`src/rtl/puf_challenge_sequencer.sv`:
```
// Sequences clear/run/capture races on one PUF subblock and assembles RESP_BITS results into a response word.
// Optional build macro PUF_SEQ_MAJORITY_EN: race each challenge three times and store the majority bit.
module puf_challenge_sequencer #(
   parameter int RESP_BITS      = 16,
   parameter int CLEAR_CYCLES   = 4,
   parameter int TIMEOUT_CYCLES = 1048576
) (
   input  logic                 clock,
   input  logic                 reset,
   input  logic                 start,
   input  logic [7:0]           challenge_base,
   input  logic                 puf_out,
   input  logic                 puf_done,
   output logic [7:0]           puf_challenge,
   output logic [31:0]          puf_enable,
   output logic                 puf_reset,
   output logic [RESP_BITS-1:0] response,
   output logic                 resp_valid,
   output logic                 busy,
   output logic                 timeout_err
);

   localparam int IDX_W  = (RESP_BITS > 1) ? $clog2(RESP_BITS) : 1;
   localparam int CLR_W  = (CLEAR_CYCLES > 1) ? $clog2(CLEAR_CYCLES) : 1;
   localparam int WAIT_W = $clog2(TIMEOUT_CYCLES);

   localparam logic [IDX_W-1:0]  LAST_IDX  = IDX_W'(RESP_BITS - 1);
   localparam logic [CLR_W-1:0]  LAST_CLR  = CLR_W'(CLEAR_CYCLES - 1);
   localparam logic [WAIT_W-1:0] LAST_WAIT = WAIT_W'(TIMEOUT_CYCLES - 1);

   typedef enum logic [2:0] {
      IDLE,
      CLEAR,
      RUN,
      CAPTURE,
      DONE
   } state_t;

   state_t            state;
   logic [IDX_W-1:0]  idx;
   logic [CLR_W-1:0]  clear_cnt;
   logic [WAIT_W-1:0] wait_cnt;
   logic              race_bit;
   logic              race_to;
   logic              done_s1, done_s2;
   logic              out_s1, out_s2;
   logic              last_race;
   logic              voted_bit;

   // Both subblock outputs are asynchronous to clock; done and out are aligned by using equal-depth chains.
   always_ff @(posedge clock or negedge reset) begin
      if (!reset) begin
         done_s1 <= 1'b0;
         done_s2 <= 1'b0;
         out_s1  <= 1'b0;
         out_s2  <= 1'b0;
      end else begin
         done_s1 <= puf_done;
         done_s2 <= done_s1;
         out_s1  <= puf_out;
         out_s2  <= out_s1;
      end
   end

`ifdef PUF_SEQ_MAJORITY_EN
   logic [1:0] race_cnt;
   logic [1:0] vote_cnt;

   // A timed-out race has race_bit forced to 0, so it votes as a zero.
   assign last_race = (race_cnt == 2'd2);
   assign voted_bit = ((vote_cnt + {1'b0, race_bit}) >= 2'd2);
`else
   assign last_race = 1'b1;
   assign voted_bit = race_bit;
`endif

   always_ff @(posedge clock or negedge reset) begin
      if (!reset) begin
         state         <= IDLE;
         idx           <= '0;
         clear_cnt     <= '0;
         wait_cnt      <= '0;
         race_bit      <= 1'b0;
         race_to       <= 1'b0;
         puf_challenge <= 8'h00;
         puf_enable    <= 32'h0000_0000;
         puf_reset     <= 1'b1;
         response      <= '0;
         resp_valid    <= 1'b0;
         busy          <= 1'b0;
         timeout_err   <= 1'b0;
`ifdef PUF_SEQ_MAJORITY_EN
         race_cnt      <= 2'd0;
         vote_cnt      <= 2'd0;
`endif
      end else begin
         resp_valid <= 1'b0;
         unique case (state)
            IDLE: begin
               puf_reset  <= 1'b1;
               puf_enable <= 32'h0000_0000;
               if (start) begin
                  idx           <= '0;
                  response      <= '0;
                  timeout_err   <= 1'b0;
                  puf_challenge <= challenge_base;
                  clear_cnt     <= '0;
                  busy          <= 1'b1;
                  state         <= CLEAR;
`ifdef PUF_SEQ_MAJORITY_EN
                  race_cnt      <= 2'd0;
                  vote_cnt      <= 2'd0;
`endif
               end
            end

            CLEAR: begin
               if (clear_cnt == LAST_CLR) begin
                  puf_enable <= 32'hFFFF_FFFF;
                  puf_reset  <= 1'b0;
                  wait_cnt   <= '0;
                  state      <= RUN;
               end else begin
                  clear_cnt <= clear_cnt + 1'b1;
               end
            end

            // Outputs go to their CAPTURE values here so they are registered on the state change.
            RUN: begin
               if (done_s2) begin
                  race_bit   <= out_s2;
                  race_to    <= 1'b0;
                  puf_enable <= 32'h0000_0000;
                  state      <= CAPTURE;
               end else if (wait_cnt == LAST_WAIT) begin
                  race_bit   <= 1'b0;
                  race_to    <= 1'b1;
                  puf_enable <= 32'h0000_0000;
                  state      <= CAPTURE;
               end else begin
                  wait_cnt <= wait_cnt + 1'b1;
               end
            end

            CAPTURE: begin
               if (race_to) begin
                  timeout_err <= 1'b1;
               end
               if (!last_race) begin
`ifdef PUF_SEQ_MAJORITY_EN
                  race_cnt <= race_cnt + 2'd1;
                  vote_cnt <= vote_cnt + {1'b0, race_bit};
`endif
                  clear_cnt <= '0;
                  puf_reset <= 1'b1;
                  state     <= CLEAR;
               end else begin
                  response[idx] <= voted_bit;
`ifdef PUF_SEQ_MAJORITY_EN
                  race_cnt      <= 2'd0;
                  vote_cnt      <= 2'd0;
`endif
                  puf_reset     <= 1'b1;
                  if (idx == LAST_IDX) begin
                     resp_valid <= 1'b1;
                     state      <= DONE;
                  end else begin
                     idx           <= idx + 1'b1;
                     puf_challenge <= puf_challenge + 8'd1;
                     clear_cnt     <= '0;
                     state         <= CLEAR;
                  end
               end
            end

            DONE: begin
               busy  <= 1'b0;
               state <= IDLE;
            end

            default: begin
               state <= IDLE;
            end
         endcase
      end
   end

endmodule

```
`config.mk`:
```
export PLATFORM = sky130hd
export DESIGN_NAME = puf_challenge_sequencer
export DESIGN_NICKNAME = d
export VERILOG_FILES = /design/src/rtl/puf_challenge_sequencer.sv
export SDC_FILE = /design/constraint.sdc
export NUM_CORES = 1
export LEC_CHECK = 0
export ABC_CLOCK_PERIOD_IN_PS = 5500
export CORE_UTILIZATION = 45
export DETAILED_ROUTE_END_ITERATION = 12
export GPL_ROUTABILITY_DRIVEN = 0
export HOLD_SLACK_MARGIN = 0.15
export PLACE_DENSITY = 0.82
export REMOVE_ABC_BUFFERS = 1
export SYNTH_ARGS = -nofsm -noshare
export SYNTH_HDL_FRONTEND = slang
export SYNTH_SLANG_ARGS = --single-unit
```
`constraint.sdc`:
```
create_clock -name clock -period 5.5 [get_ports clock]
set_input_delay 0.825 -clock clock [delete_from_list [all_inputs] [get_ports clock]]
set_output_delay 0.825 -clock clock [all_outputs]
set_load 0.02 [all_outputs]
```
# --- Yosys cells after proc, flatten, opt, wreduce, memory -nomap -nowiden ---
# Index checks and enable logic that the tools add are counted.
classes:
  eq_ne: 15
  muxes: 42
  add_sub_neg: 4
  n_reduce_logical: 20
  magnitude_cmp: 2
op_table:
  columns: ["op", "count"]
  rows:
  - ["2-to-1 mux 32 bit", 3]
  - ["case mux 32 bit (3 select lines)", 1]
  - ["2-to-1 mux 20 bit", 3]
  - ["case mux 20 bit (2 select lines)", 1]
  - ["case mux 16 bit (2 select lines)", 1]
  - ["adder 20 x 1 -> 20 bit (second input constant)", 1]
  - ["equality test 20 bit (second input constant)", 1]
  - ["bitwise mux 16 bit", 1]
  - ["2-to-1 mux 16 bit", 1]
  - ["2-to-1 mux 8 bit", 2]
  - ["case mux 8 bit (2 select lines)", 1]
  - ["2-to-1 mux 3 bit", 5]
  - ["!= test 2 bit (second input constant)", 7]
  - ["case mux 3 bit (4 select lines)", 1]
  - ["AND reduction 3 bit", 4]
  - ["2-to-1 mux 1 bit", 11]
  - ["nonzero test 2 bit", 5]
  - ["adder 8 x 1 -> 8 bit (second input constant)", 1]
  - ["2-to-1 mux 4 bit", 2]
  - ["case mux 4 bit (2 select lines)", 1]
  - ["AND reduction 2 bit", 4]
  - ["AND reduction 4 bit", 2]
  - ["equality test 3 x 2 -> 1 bit (second input constant)", 2]
  - ["2-to-1 mux 2 bit", 3]
  - ["other kinds (16)", 19]
word_totals:
  regBits: 95
  output_inout_bits: 60

# --- Depth between registers and ports, before layout ---
depth:
  ltp_word: 6
  mapped_depth: 7
  ltp_nobuf: 6

# --- Least setup slack after synthesis ---
# OpenSTA, ideal clock, no wires.
synth_path:
  path_kind: "flip-flop to output port"
  startpoint: "reg, netlist name puf_enable[30]"
  endpoint: "out puf_enable[10]"
  t_arrival_ns: 1.159
  stages_incl_launch_ff: 2
  setup_slack_ns: 3.516
  t_required_ns: 4.675
  n_path_buf: 1
  cell_sequence: "dfrtp_1 buf_4"
synth_rtl:
  columns: ["element", "line_no", "source"]
  rows:
  - ["end, declared", "15", "output logic [31:0] puf_enable,"]

==> impl_metrics.ini <==
[status]
status = completed

[die]
dieHeight_um = 89.4
pin_count = 73
die_area_um2 = 7990
die_w_um = 89.4
rows = 31
start_util_pct = 46.9
coreArea_um2 = 7330

[clock_network]
postCtsSetupBuffers = 0
hold_buffers = 0
clock_latency_ns = 0.34
cts_resized = 0
htree_num_levels = 3
clk_pin_slew_worst_paths_ns = 0.07
cts_made_buffers = 9
clock_path_buffers = 2
clock_sinks = 64
clockRootBuffer = clkbuf_8
cts_tree = yes

[placement]
place.port_buffers = 72
dpl_cell_area_um2 = 3980
place_hpwl_um = 5020

[synthesis]
syn_area_per_cell_um2 = 9.23
yosysWarnings = 0
ys_ff_latch = 64
synth.distinct_cells = 54
syn-instance-count = 372
synth-edff-count = 0
yosysSeqAreaShare_pct = 46.7
synth_area_um2 = 3430
async_flop_share_pct = 100
synthFlopType = dfrtp_1

[sta]
period_minus_slack_ns = 2.79
fmax_mhz = 358
finalHoldViolCount = 0
setup-violations-final = 0
final.period_utilization_pct = 50.8
fin_skew_ns = 0.00623
relSlewSlack_pct = 26.3
rsz0062_at_grt = false
worst_pin_slew_ns = 1.11
report.final.slew_viol_count = 0
setup-tns-final_ns = 0

[critical_path]
worstSetupStartpoint = puf_enable[30]
crit_type = flip-flop to output pin
critPathArrivalTime_ns = 1.97
crit_chain = clkdlybuf4s50_1
crit_fanout = 33
r2r_slack_ns = 2.74
critPathSlowestCell = dfrtp_1
timing.rr.start = state[2]
r2r_cells = 5
required_ns = 4.68
crit_buf_inv = 1
crit_path_end_kind = output pin
slowest_delay_ns = 0.88
critPathLaunchType = flip-flop
critPathTopFamily = flip-flops
path_depth = 1

[cells_and_area]
antennaDiodeCount = 0
fin_util_pct = 56.6
final_common_cell = clkdlybuf4s50_1
final_cell_mix = clkdlybuf4s50_1, dfrtp_1, nand2_1
finalNetCount = 430
syn_to_final_growth_pct = 20.8
design_area_um2 = 4150
drive_gt1_share_pct = 7.71

[drt]
drt_iter0_markers = 180
ant_nets = 0
num_vias = 2760
vias_per_cell = 5.37
drtPass1Iterations = 4
wl_per_cell_um = 14.0
drc = 0
wl_um = 7190

[job]
max_cap_violations = 0

[global_routing]
grt_max_degree = 65
grt_pass1_wl_um = 11800
antenna_found_initial = 0
grt_use_total_pct = 19.4
grt_pass1_vias = 2678
grt-ovfl-total = 0

[pwr]
leakagePower_nw = 1.70
power_density_nw_per_um2 = 388
p_total_mw = 1.61
max-vdd-ir-drop_mv = 0.159

[hold_path]
min_path_cells = 0
hold_class = flip-flop to flip-flop
hold_start = out_s1
## synth_stat cells, types with 3 or more instances
master / n / area, um2
o22a_1: 3 / 26.3
or3_1: 3 / 18.8
dfrtp_1: 63 / 1580
a21oi_1: 24 / 120
nand2_1: 47 / 176
nand4_1: 3 / 18.8
nor2_1: 22 / 82.6
mux2i_1: 8 / 80.1
a31oi_1: 10 / 62.6
inv_1: 10 / 37.5
nand3_1: 25 / 125
buf_2: 4 / 20.0
nor3b_1: 3 / 22.5
o21ai_0: 37 / 185
clkbuf_1: 8 / 30.0
nand2b_1: 5 / 31.3
and3_1: 5 / 31.3
o31ai_1: 4 / 30.0
nor3_1: 6 / 30.0
ha_1: 7 / 87.6
buf_4: 32 / 240
## worst reg2reg max path, cell delays in order (launching register included)
cell,delay (ns)
dfrtp_1,0.51
inv_1,0.23
nand3_1,0.40
a311oi_2,1.07
o21ai_0,0.24
a31oi_1,0.23
## path summary, 6_finish.rpt
check	to
max	puf_enable[26]
min	out_s2
max reg2reg	wait_cnt[5]
min reg2reg	out_s2
max in group asynchronous	wait_cnt[0]
min in group asynchronous	response[3]
## logic make-up (layout without fill, tap and decap cells)
kind of cell	after synthesis	count (layout)	synth area share [%]
compound gates	97	97	17.1
simple gates	136	136	20.2
flops	64	64	46.7
mux	10	10	2.99
buf+inv	56	99	9.98
fa+ha+maj	7	7	2.55
xor+xnor	2	2	0.510
## flip-flops by register name, summed over array words and instances (netlist names), 2 cells and up
register and cells:
wait_cnt 20, response 16, puf_challenge 8, idx 4, state 3, clear_cnt 2
## power breakdown
part	switching [mW]	internal [mW]
Sequential	0.0921	0.537
Clock	0.190	0.163
Combinational	0.349	0.280
## layout make-up
cell class,instances,area [um2]
clock inverter,7,47.5
fill,616,3180
sequential,64,1600
inverter,10,37.5
tap,99,124
multi-input combinational,252,1490
clock buffer,9,124
timing repair buffer,73,723
## per-layer routing
layer	track usage [%]	vias to the layer above	part of all wire [%]
met5	0	-	0
met1	22.4	1294	45
met2	34.8	79	49
met4	6.93	0	1.2
met3	4.80	11	4.3
li1	-	1376	-
## stage by stage
stage	worst slack, ns	hold WS [ns]	instances
2_1_floorplan	0.562	0.331	326
3_3_place_gp	2.79	0.336	498
3_5_place_dp	2.76	0.336	498
4_1_cts	2.67	0.353	514
5_1_grt	2.53	0.375	514
6_report	2.71	0.350	514
No activity file was read; power rests on OpenSTA's default activity.
